<file path="config.mk">
export PLATFORM = sky130hd
export DESIGN_NAME = request_recorder_tag_ctrl_flat
export DESIGN_NICKNAME = d
export VERILOG_FILES = /design/src/rtl/axi_slave_package.sv /design/src/rtl/request_recorder_tag_ctrl_if.sv /design/src/rtl/tag_free_list.sv /design/src/rtl/request_recorder_tag_ctrl.sv /design/src/flat_wrapper.sv
export SDC_FILE = /design/constraint.sdc
export NUM_CORES = 1
export LEC_CHECK = 0
export ABC_AREA = 1
export BUFFER_PORTS_ARGS = -buffer_cell sky130_fd_sc_hd__clkbuf_2
export CAP_MARGIN = 15
export CORE_MARGIN = 1.5
export CORE_UTILIZATION = 43
export CTS_CLUSTER_SIZE = 30
export DETAILED_ROUTE_END_ITERATION = 10
export GPL_TIMING_DRIVEN = 0
export PLACE_DENSITY = 0.78
export SLEW_MARGIN = 25
export SYNTH_ARGS = -nofsm -noshare
export SYNTH_HDL_FRONTEND = slang
export SYNTH_SLANG_ARGS = --single-unit
</file>
<file path="constraint.sdc">
create_clock -name clk -period 2.94 [get_ports clk]
set_clock_uncertainty 0.2 [all_clocks]
set_input_delay 0.294 -clock clk [delete_from_list [all_inputs] [get_ports clk]]
set_output_delay 0.294 -clock clk [all_outputs]
set_load 0.05 [all_outputs]
</file>
<file path="src/rtl/axi_slave_package.sv">
// Shared types and widths for the slave-bridge request recorder controller.
package axi_slave_package;

  localparam int REQUESTER_RECORDER_ADDR_WIDTH = 5;
  localparam int REQUESTER_RECORDER_WIDTH      = 48;

  typedef enum logic [1:0] {
    INIT_CLR,
    RUN,
    DRAIN
  } tag_ctrl_state_e;

  typedef enum logic {
    REQ_WR,
    REQ_RD
  } requester_e;

endpackage

</file>
<file path="src/rtl/request_recorder_tag_ctrl_if.sv">
// Tag allocation/release handshake between the AW/AR/P2A paths and the recorder tag controller.
interface request_recorder_tag_ctrl_if
  import axi_slave_package::*;
#(
  parameter int ADDR_W = REQUESTER_RECORDER_ADDR_WIDTH,
  parameter int DATA_W = REQUESTER_RECORDER_WIDTH
);

  logic              wr_alloc_req;
  logic [DATA_W-1:0] wr_alloc_data;
  logic              wr_alloc_gnt;
  logic              rd_alloc_req;
  logic [DATA_W-1:0] rd_alloc_data;
  logic              rd_alloc_gnt;
  logic [ADDR_W-1:0] alloc_tag;
  logic              release_valid;
  logic [ADDR_W-1:0] release_tag;

  modport master (
    output wr_alloc_req, wr_alloc_data, rd_alloc_req, rd_alloc_data,
    output release_valid, release_tag,
    input  wr_alloc_gnt, rd_alloc_gnt, alloc_tag
  );

  modport slave (
    input  wr_alloc_req, wr_alloc_data, rd_alloc_req, rd_alloc_data,
    input  release_valid, release_tag,
    output wr_alloc_gnt, rd_alloc_gnt, alloc_tag
  );

endinterface

</file>
<file path="src/rtl/tag_free_list.sv">
// Free bitmap of recorder tags (1 = free) with a lowest-index-first picker.
module tag_free_list #(
  parameter int ADDR_W = 5
) (
  input  logic                   clk,
  input  logic                   arst,
  input  logic                   alloc_i,
  input  logic [ADDR_W-1:0]      allocTag_i,
  input  logic                   release_i,
  input  logic [ADDR_W-1:0]      releaseTag_i,
  output logic [(1<<ADDR_W)-1:0] freeMap_o,
  output logic                   anyFree_o,
  output logic [ADDR_W-1:0]      lowestFree_o
);

  localparam int DEPTH = 1 << ADDR_W;

  logic [DEPTH-1:0] freeMap_q, freeMap_d;

  always_comb begin
    freeMap_d = freeMap_q;
    if (alloc_i)   freeMap_d[allocTag_i]   = 1'b0;
    if (release_i) freeMap_d[releaseTag_i] = 1'b1;
  end

  always_ff @(posedge clk or negedge arst) begin
    if (!arst) freeMap_q <= '1;
    else       freeMap_q <= freeMap_d;
  end

  // Scan from the top so the last hit is the lowest free index.
  always_comb begin
    lowestFree_o = '0;
    for (int i = DEPTH - 1; i >= 0; i--) begin
      if (freeMap_q[i]) lowestFree_o = ADDR_W'(i);
    end
  end

  assign anyFree_o = |freeMap_q;
  assign freeMap_o = freeMap_q;

endmodule

</file>
<file path="src/rtl/request_recorder_tag_ctrl.sv">
// Request Recorder tag controller: clears the RAM, arbitrates AW/AR tag allocation, frees tags.
// Optional watchdog on stalled outstanding tags: define REQ_RECORDER_WDOG_EN.
module request_recorder_tag_ctrl
  import axi_slave_package::*;
#(
  parameter int ADDR_W      = REQUESTER_RECORDER_ADDR_WIDTH,
  parameter int DATA_W      = REQUESTER_RECORDER_WIDTH,
  parameter int WDOG_CYCLES = 1024
) (
  input  logic                clk,
  input  logic                arst,
  request_recorder_tag_ctrl_if.slave alloc_if,
  input  logic                flush_req,
  output logic                ready,
  output logic [ADDR_W:0]     outstanding,
  output logic                release_err,
`ifdef REQ_RECORDER_WDOG_EN
  output logic                wdog_err,
`endif
  output logic                req_wr_en,
  output logic [ADDR_W-1:0]   req_wr_addr,
  output logic [DATA_W-1:0]   req_wr_data
);

  localparam int DEPTH = 1 << ADDR_W;

  tag_ctrl_state_e  state_q;
  requester_e       lastWinner_q;
  logic [ADDR_W-1:0] clrPtr_q;
  logic [ADDR_W:0]   outstanding_q;
  logic              releaseErr_q;
  logic              ready_q;

  logic [DEPTH-1:0]  freeMap;
  logic              anyFree;
  logic [ADDR_W-1:0] lowestFree;
  logic              grantWr, grantRd, grantAny;
  logic              relActive, relAccept;

  tag_free_list #(.ADDR_W(ADDR_W)) u_free_list (
    .clk          (clk),
    .arst         (arst),
    .alloc_i      (grantAny),
    .allocTag_i   (lowestFree),
    .release_i    (relAccept),
    .releaseTag_i (alloc_if.release_tag),
    .freeMap_o    (freeMap),
    .anyFree_o    (anyFree),
    .lowestFree_o (lowestFree)
  );

  // The flush cycle itself already blocks grants; on a tie the previous loser wins.
  always_comb begin
    grantWr = 1'b0;
    grantRd = 1'b0;
    if (state_q == RUN && anyFree && !flush_req) begin
      if (alloc_if.wr_alloc_req && alloc_if.rd_alloc_req) begin
        if (lastWinner_q == REQ_RD) grantWr = 1'b1;
        else                        grantRd = 1'b1;
      end else begin
        grantWr = alloc_if.wr_alloc_req;
        grantRd = alloc_if.rd_alloc_req;
      end
    end
  end

  assign grantAny  = grantWr | grantRd;
  assign relActive = alloc_if.release_valid && (state_q != INIT_CLR);
  assign relAccept = relActive && !freeMap[alloc_if.release_tag];

  always_ff @(posedge clk or negedge arst) begin
    if (!arst) begin
      state_q       <= INIT_CLR;
      clrPtr_q      <= '0;
      lastWinner_q  <= REQ_RD;
      outstanding_q <= '0;
      releaseErr_q  <= 1'b0;
      ready_q       <= 1'b0;
    end else begin
      case (state_q)
        INIT_CLR: begin
          clrPtr_q <= clrPtr_q + 1'b1;
          if (clrPtr_q == ADDR_W'(DEPTH - 1)) begin
            state_q <= RUN;
            ready_q <= 1'b1;
          end
        end
        RUN: begin
          if (flush_req) begin
            state_q <= DRAIN;
            ready_q <= 1'b0;
          end
        end
        DRAIN: begin
          if (outstanding_q == '0) begin
            state_q  <= INIT_CLR;
            clrPtr_q <= '0;
          end
        end
        default: state_q <= INIT_CLR;
      endcase

      if (grantAny) lastWinner_q <= grantWr ? REQ_WR : REQ_RD;

      case ({grantAny, relAccept})
        2'b10:   outstanding_q <= outstanding_q + 1'b1;
        2'b01:   outstanding_q <= outstanding_q - 1'b1;
        default: outstanding_q <= outstanding_q;
      endcase

      if (relActive && !relAccept) releaseErr_q <= 1'b1;
    end
  end

`ifdef REQ_RECORDER_WDOG_EN
  logic [31:0] wdogCnt_q, wdogCnt_d;
  logic        wdogErr_q;

  // Counts cycles without any release while tags are held; saturates at the limit.
  always_comb begin
    wdogCnt_d = wdogCnt_q;
    if (alloc_if.release_valid || outstanding_q == '0)
      wdogCnt_d = '0;
    else if (state_q != INIT_CLR && wdogCnt_q < 32'(WDOG_CYCLES))
      wdogCnt_d = wdogCnt_q + 32'd1;
  end

  always_ff @(posedge clk or negedge arst) begin
    if (!arst) begin
      wdogCnt_q <= '0;
      wdogErr_q <= 1'b0;
    end else begin
      wdogCnt_q <= wdogCnt_d;
      if (wdogCnt_d >= 32'(WDOG_CYCLES)) wdogErr_q <= 1'b1;
    end
  end

  assign wdog_err = wdogErr_q;
`else
  logic unused_wdog;
  assign unused_wdog = ^WDOG_CYCLES;
`endif

  assign alloc_if.wr_alloc_gnt = grantWr;
  assign alloc_if.rd_alloc_gnt = grantRd;
  assign alloc_if.alloc_tag    = grantAny ? lowestFree : '0;

  // Reset resolves to INIT_CLR; gating keeps the RAM untouched while reset is still held.
  assign req_wr_en   = arst && ((state_q == INIT_CLR) || grantAny);
  assign req_wr_addr = (state_q == INIT_CLR) ? clrPtr_q : (grantAny ? lowestFree : '0);
  assign req_wr_data = grantWr ? alloc_if.wr_alloc_data :
                       grantRd ? alloc_if.rd_alloc_data : '0;

  assign ready       = ready_q;
  assign outstanding = outstanding_q;
  assign release_err = releaseErr_q;

endmodule

</file>
<file path="src/flat_wrapper.sv">
// flat-port wrapper written by rule: the top's interface ports become plain ports
module request_recorder_tag_ctrl_flat import axi_slave_package::*;
#(
  parameter int ADDR_W      = REQUESTER_RECORDER_ADDR_WIDTH,
  parameter int DATA_W      = REQUESTER_RECORDER_WIDTH,
  parameter int WDOG_CYCLES = 1024
)
  (clk, arst, flush_req, ready, outstanding, release_err, req_wr_en, req_wr_addr, req_wr_data, alloc_if_wr_alloc_req, alloc_if_wr_alloc_data, alloc_if_rd_alloc_req, alloc_if_rd_alloc_data, alloc_if_release_valid, alloc_if_release_tag, alloc_if_wr_alloc_gnt, alloc_if_rd_alloc_gnt, alloc_if_alloc_tag);
  request_recorder_tag_ctrl_if #(.ADDR_W(ADDR_W), .DATA_W(DATA_W)) alloc_if_i ();
  input  logic clk;
  input  logic arst;
  input  logic flush_req;
  output logic ready;
  output logic [ADDR_W:0] outstanding;
  output logic release_err;
  output logic req_wr_en;
  output logic [ADDR_W-1:0] req_wr_addr;
  output logic [DATA_W-1:0] req_wr_data;
  input wire logic [$bits(alloc_if_i.wr_alloc_req)-1:0] alloc_if_wr_alloc_req;
  input wire logic [$bits(alloc_if_i.wr_alloc_data)-1:0] alloc_if_wr_alloc_data;
  input wire logic [$bits(alloc_if_i.rd_alloc_req)-1:0] alloc_if_rd_alloc_req;
  input wire logic [$bits(alloc_if_i.rd_alloc_data)-1:0] alloc_if_rd_alloc_data;
  input wire logic [$bits(alloc_if_i.release_valid)-1:0] alloc_if_release_valid;
  input wire logic [$bits(alloc_if_i.release_tag)-1:0] alloc_if_release_tag;
  output wire logic [$bits(alloc_if_i.wr_alloc_gnt)-1:0] alloc_if_wr_alloc_gnt;
  output wire logic [$bits(alloc_if_i.rd_alloc_gnt)-1:0] alloc_if_rd_alloc_gnt;
  output wire logic [$bits(alloc_if_i.alloc_tag)-1:0] alloc_if_alloc_tag;
  assign alloc_if_i.wr_alloc_req = alloc_if_wr_alloc_req;
  assign alloc_if_i.wr_alloc_data = alloc_if_wr_alloc_data;
  assign alloc_if_i.rd_alloc_req = alloc_if_rd_alloc_req;
  assign alloc_if_i.rd_alloc_data = alloc_if_rd_alloc_data;
  assign alloc_if_i.release_valid = alloc_if_release_valid;
  assign alloc_if_i.release_tag = alloc_if_release_tag;
  assign alloc_if_wr_alloc_gnt = alloc_if_i.wr_alloc_gnt;
  assign alloc_if_rd_alloc_gnt = alloc_if_i.rd_alloc_gnt;
  assign alloc_if_alloc_tag = alloc_if_i.alloc_tag;
  request_recorder_tag_ctrl #(.ADDR_W(ADDR_W), .DATA_W(DATA_W), .WDOG_CYCLES(WDOG_CYCLES)) u_core (.clk(clk), .arst(arst), .alloc_if(alloc_if_i), .flush_req(flush_req), .ready(ready), .outstanding(outstanding), .release_err(release_err), .req_wr_en(req_wr_en), .req_wr_addr(req_wr_addr), .req_wr_data(req_wr_data));
endmodule
</file>
==> flow_summary.toml <==
[run_status]
status = "finished with violations"
violations = "negative setup slack"

[setup_path]
worst-r2r-setup-slack_ps = -400
cpPeakStageDelay_ps = 590
critical_path_depth = 33
worstSetupStartpointType = "register"
cpMaxStageDelayCell = "dfstp_2"
cp_top_family = "simple AND/OR/NAND/NOR gates"
ff2ff_path_depth = 21
arrival_ps = 2850
path_buf_inv = 2
critPathMaxFanout = 4
crit_type = "reg -> out"
crit_top_cell = "nand2_1"
endpoint_kind = "output port"
crit_required_ps = 2450

[synth]
syn_inst = 522
synth_nets = 637
synth_top_cell_area_share_pct = 22.9
synthTopCellsByArea = "dfstp_2 23%, nand2_1 14%, a22o_1 12%"
ys_warn_count = 0
syn_area_um2 = 3780
yosysSeqAreaShare_pct = 32.8
synth_top_area_cell = "dfstp_2"
synth_cell_types = 41
avgSynthCellArea_um2 = 7.25
ys_ff_latch = 48

[placed_design]
placed_cell_area_um2 = 4800
io_buffers = 172
dp_hpwl_um = 12100
place_congestion = 1.00

[power]
irDropWorstVdd_v = 0.000594
power.density_nw_per_um2 = 501
power_mw = 3.31
leakagePower_nw = 3.25

[timing]
fin_crit_ps = 3340
rsz0062_at_grt = "yes"
layout_setup_ws_ps = -400
slew_viol_final = 0
final_hold_viol_count = 0
worst_pin_slew_ps = 726
setup_viol = 78
timing.fmax_mhz = 299
relSlewSlack_pct = 51.2
finalCritPeriodShare_pct = 114

[global_routing]
overflow = 0
grt_pass1_vias = 4583
antenna_found_initial = 0
grt_first_pass_wirelength_um = 24800
track_usage_pct = 33.9
grt_start_max_net_pins = 50

[drt]
wirelength_um = 18900
first_pass_iters = 8
drc = 0
ant_nets = 0
avgRoutedWirePerCell_um = 22.2
routed_via_density = 5.95
vias = 5053
initialDrtViolationCount = 422

[clock_network]
cts_root_buf = "clkbuf_8"
cts_max_level = 2
cts_tree = "built"
max-clock-path-buffers = 2
clkTransAtPathRegs_ps = 100
clock_latency_ps = 310
numCtsBuffers = 5
cts_sinks = 48

[layout]
num-fill-cells = 571
area.sequential_um2 = 1240
diodes = 0
areaGrowthSynthToFinish_pct = 74.7
fin_nets = 855
multiInputGateArea_um2 = 2570
drive_gt1_share_pct = 47.9
fin_area_um2 = 6610

[floorplan]
die_y_um = 96.8
die_w_um = 96.8
start_util_pct = 43.8
core_um2 = 8640
dieArea_um2 = 9370
io_pins = 176
num_rows = 34

[hold_path]
holdPathStages = 3
hold_class = "in -> reg"

[job]
maxCapViolations = 0
tightest hold or removal path: cells and delay by family:
family / cells / cell delay, ps
AO/OA/AOI/OAI: 1 / 70
AND/OR/NAND/NOR: 1 / 110
buffers and inverters: 1 / 120
state kept, by name, summed over array words and instances, names as in the netlist:
name / count
u_core.release_err: 1
u_core.clrPtr_q: 5
u_core.u_free_list.freeMap_o: 32
u_core.outstanding: 6
u_core.state_q: 2
u_core.lastWinner_q: 1
u_core.ready: 1
power by group:
group	leakage, nW	internal [mW]	switching, mW	total [mW]
clock network	0.0516	0.193	0.253	0.446
registers	0.527	0.835	0.162	0.997
logic	2.67	0.643	1.22	1.87
total	3.25	1.67	1.64	3.31
timing repair:
action	in CTS	in global routing
cloned	2	6
setup buffers	15	18
setup endpoints to repair	66	96
hold buffers	1	0
endpoints found under the hold margin	15	0
gates resized for setup	200	136
pin swaps	11	26
metrics by stage:
stage | TNS, ps | worst slack (ps) | hold WS, ps | instances | utilization, %
2_1_floorplan | -907 | -290 | -202 | 522 | -
3_3_place_gp | -8920 | -1290 | 258 | 802 | 55.5
3_5_place_dp | -10640 | -1360 | 196 | 802 | 55.6
4_1_cts | -5610 | -412 | 23.9 | 828 | 69.8
5_1_grt | -26660 | -722 | 77.0 | 849 | 76.5
6_report | -12500 | -400 | 80.3 | 849 | 76.5
layout make-up:
class                           instances  area share, %
Multi-Input combinational cell        375           38.8
Timing Repair Buffer                  211           30.1
Sequential cell                        48           18.8
Inverter                               77           4.53
Buffer                                 22           4.22
Tap cell                              108           2.05
Clock buffer                            6           1.25
Clock inverter                          2          0.208
layout by cell type, fill, tap and decap left out, types with 3 or more instances in the layout:
cell	instances
nand2_1	137
nor2_4	6
a22o_4	21
a21oi_1	7
o221ai_1	7
o21ai_1	9
nand3_2	8
ha_1	5
nor4_2	3
dfstp_2	33
clkbuf_8	11
buf_8	50
a22o_1	32
o22ai_1	3
a21oi_2	3
buf_4	22
inv_2	7
clkbuf_1	5
nor3_1	10
buf_2	3
nand3_1	16
nor4_1	5
nand4_1	14
dfrtp_1	15
buf_6	14
inv_1	66
nor2_1	28
o21ai_0	10
clkbuf_2	111
nand2_4	3
nand2_2	7
clkbuf_16	18
a22oi_1	9
nor2_2	7
nor3_2	3
final timing paths:
check                                                                 from                                         end
worst max-delay path            u_core.u_free_list.freeMap_o[29]$_DFF_PN1_                              req_wr_addr[0]
worst min-delay path                                 alloc_if_rd_alloc_req             u_core.lastWinner_q$_DFFE_PN1N_
worst max register to register  u_core.u_free_list.freeMap_o[10]$_DFF_PN1_           u_core.outstanding[5]$_DFFE_PN0P_
worst min register to register  u_core.u_free_list.freeMap_o[18]$_DFF_PN1_  u_core.u_free_list.freeMap_o[18]$_DFF_PN1_
max in group asynchronous                                             arst              u_core.release_err$_DFFE_PN0P_
min in group asynchronous                                             arst           u_core.outstanding[0]$_DFFE_PN0P_
routing by layer:
layer  up-vias  wire length [um]  GRT usage (%)
li1       2215                 -              -
met4         0              1480           15.5
met1      2342              6440           40.5
met5         -                 0              0
met2       383              9050           58.0
met3       113              1900           7.59
cell usage after synthesis:
library cell  count
clkinv_1          1
nand2_8           2
ha_1              7
nor4_2            2
nand4_1          14
clkbuf_1         15
inv_2             1
o21ai_1           4
mux2i_1           1
buf_2             4
a22o_1           53
a21boi_0          1
a31oi_1           1
o22ai_1           3
nor4_1            7
buf_1             1
xnor2_1           2
a32o_1            1
a22oi_1           9
nor2_1           41
a31o_2            1
o21ai_0          16
nand2_2           1
a211oi_2          1
nand3_2           7
inv_1            75
nand4_2           1
a221oi_2          1
nand2_1         144
fa_1              1
dfrtp_1          15
nand3_1          18
buf_6             2
a311oi_1          1
a21oi_1          11
nor3b_2           1
nor3_1           13
o31ai_1           1
nand2_4           2
dfstp_2          33
o221ai_1          7
cell families after synthesis:
logic type / share of synthesized area, %
buf+inv: 10.4
compound gates: 22.3
simple gates: 30.9
flops: 32.8
xor+xnor: 0.463
mux: 0.265
fa+ha+maj: 2.84
Note: power is estimated with default switching activity, not from simulation.
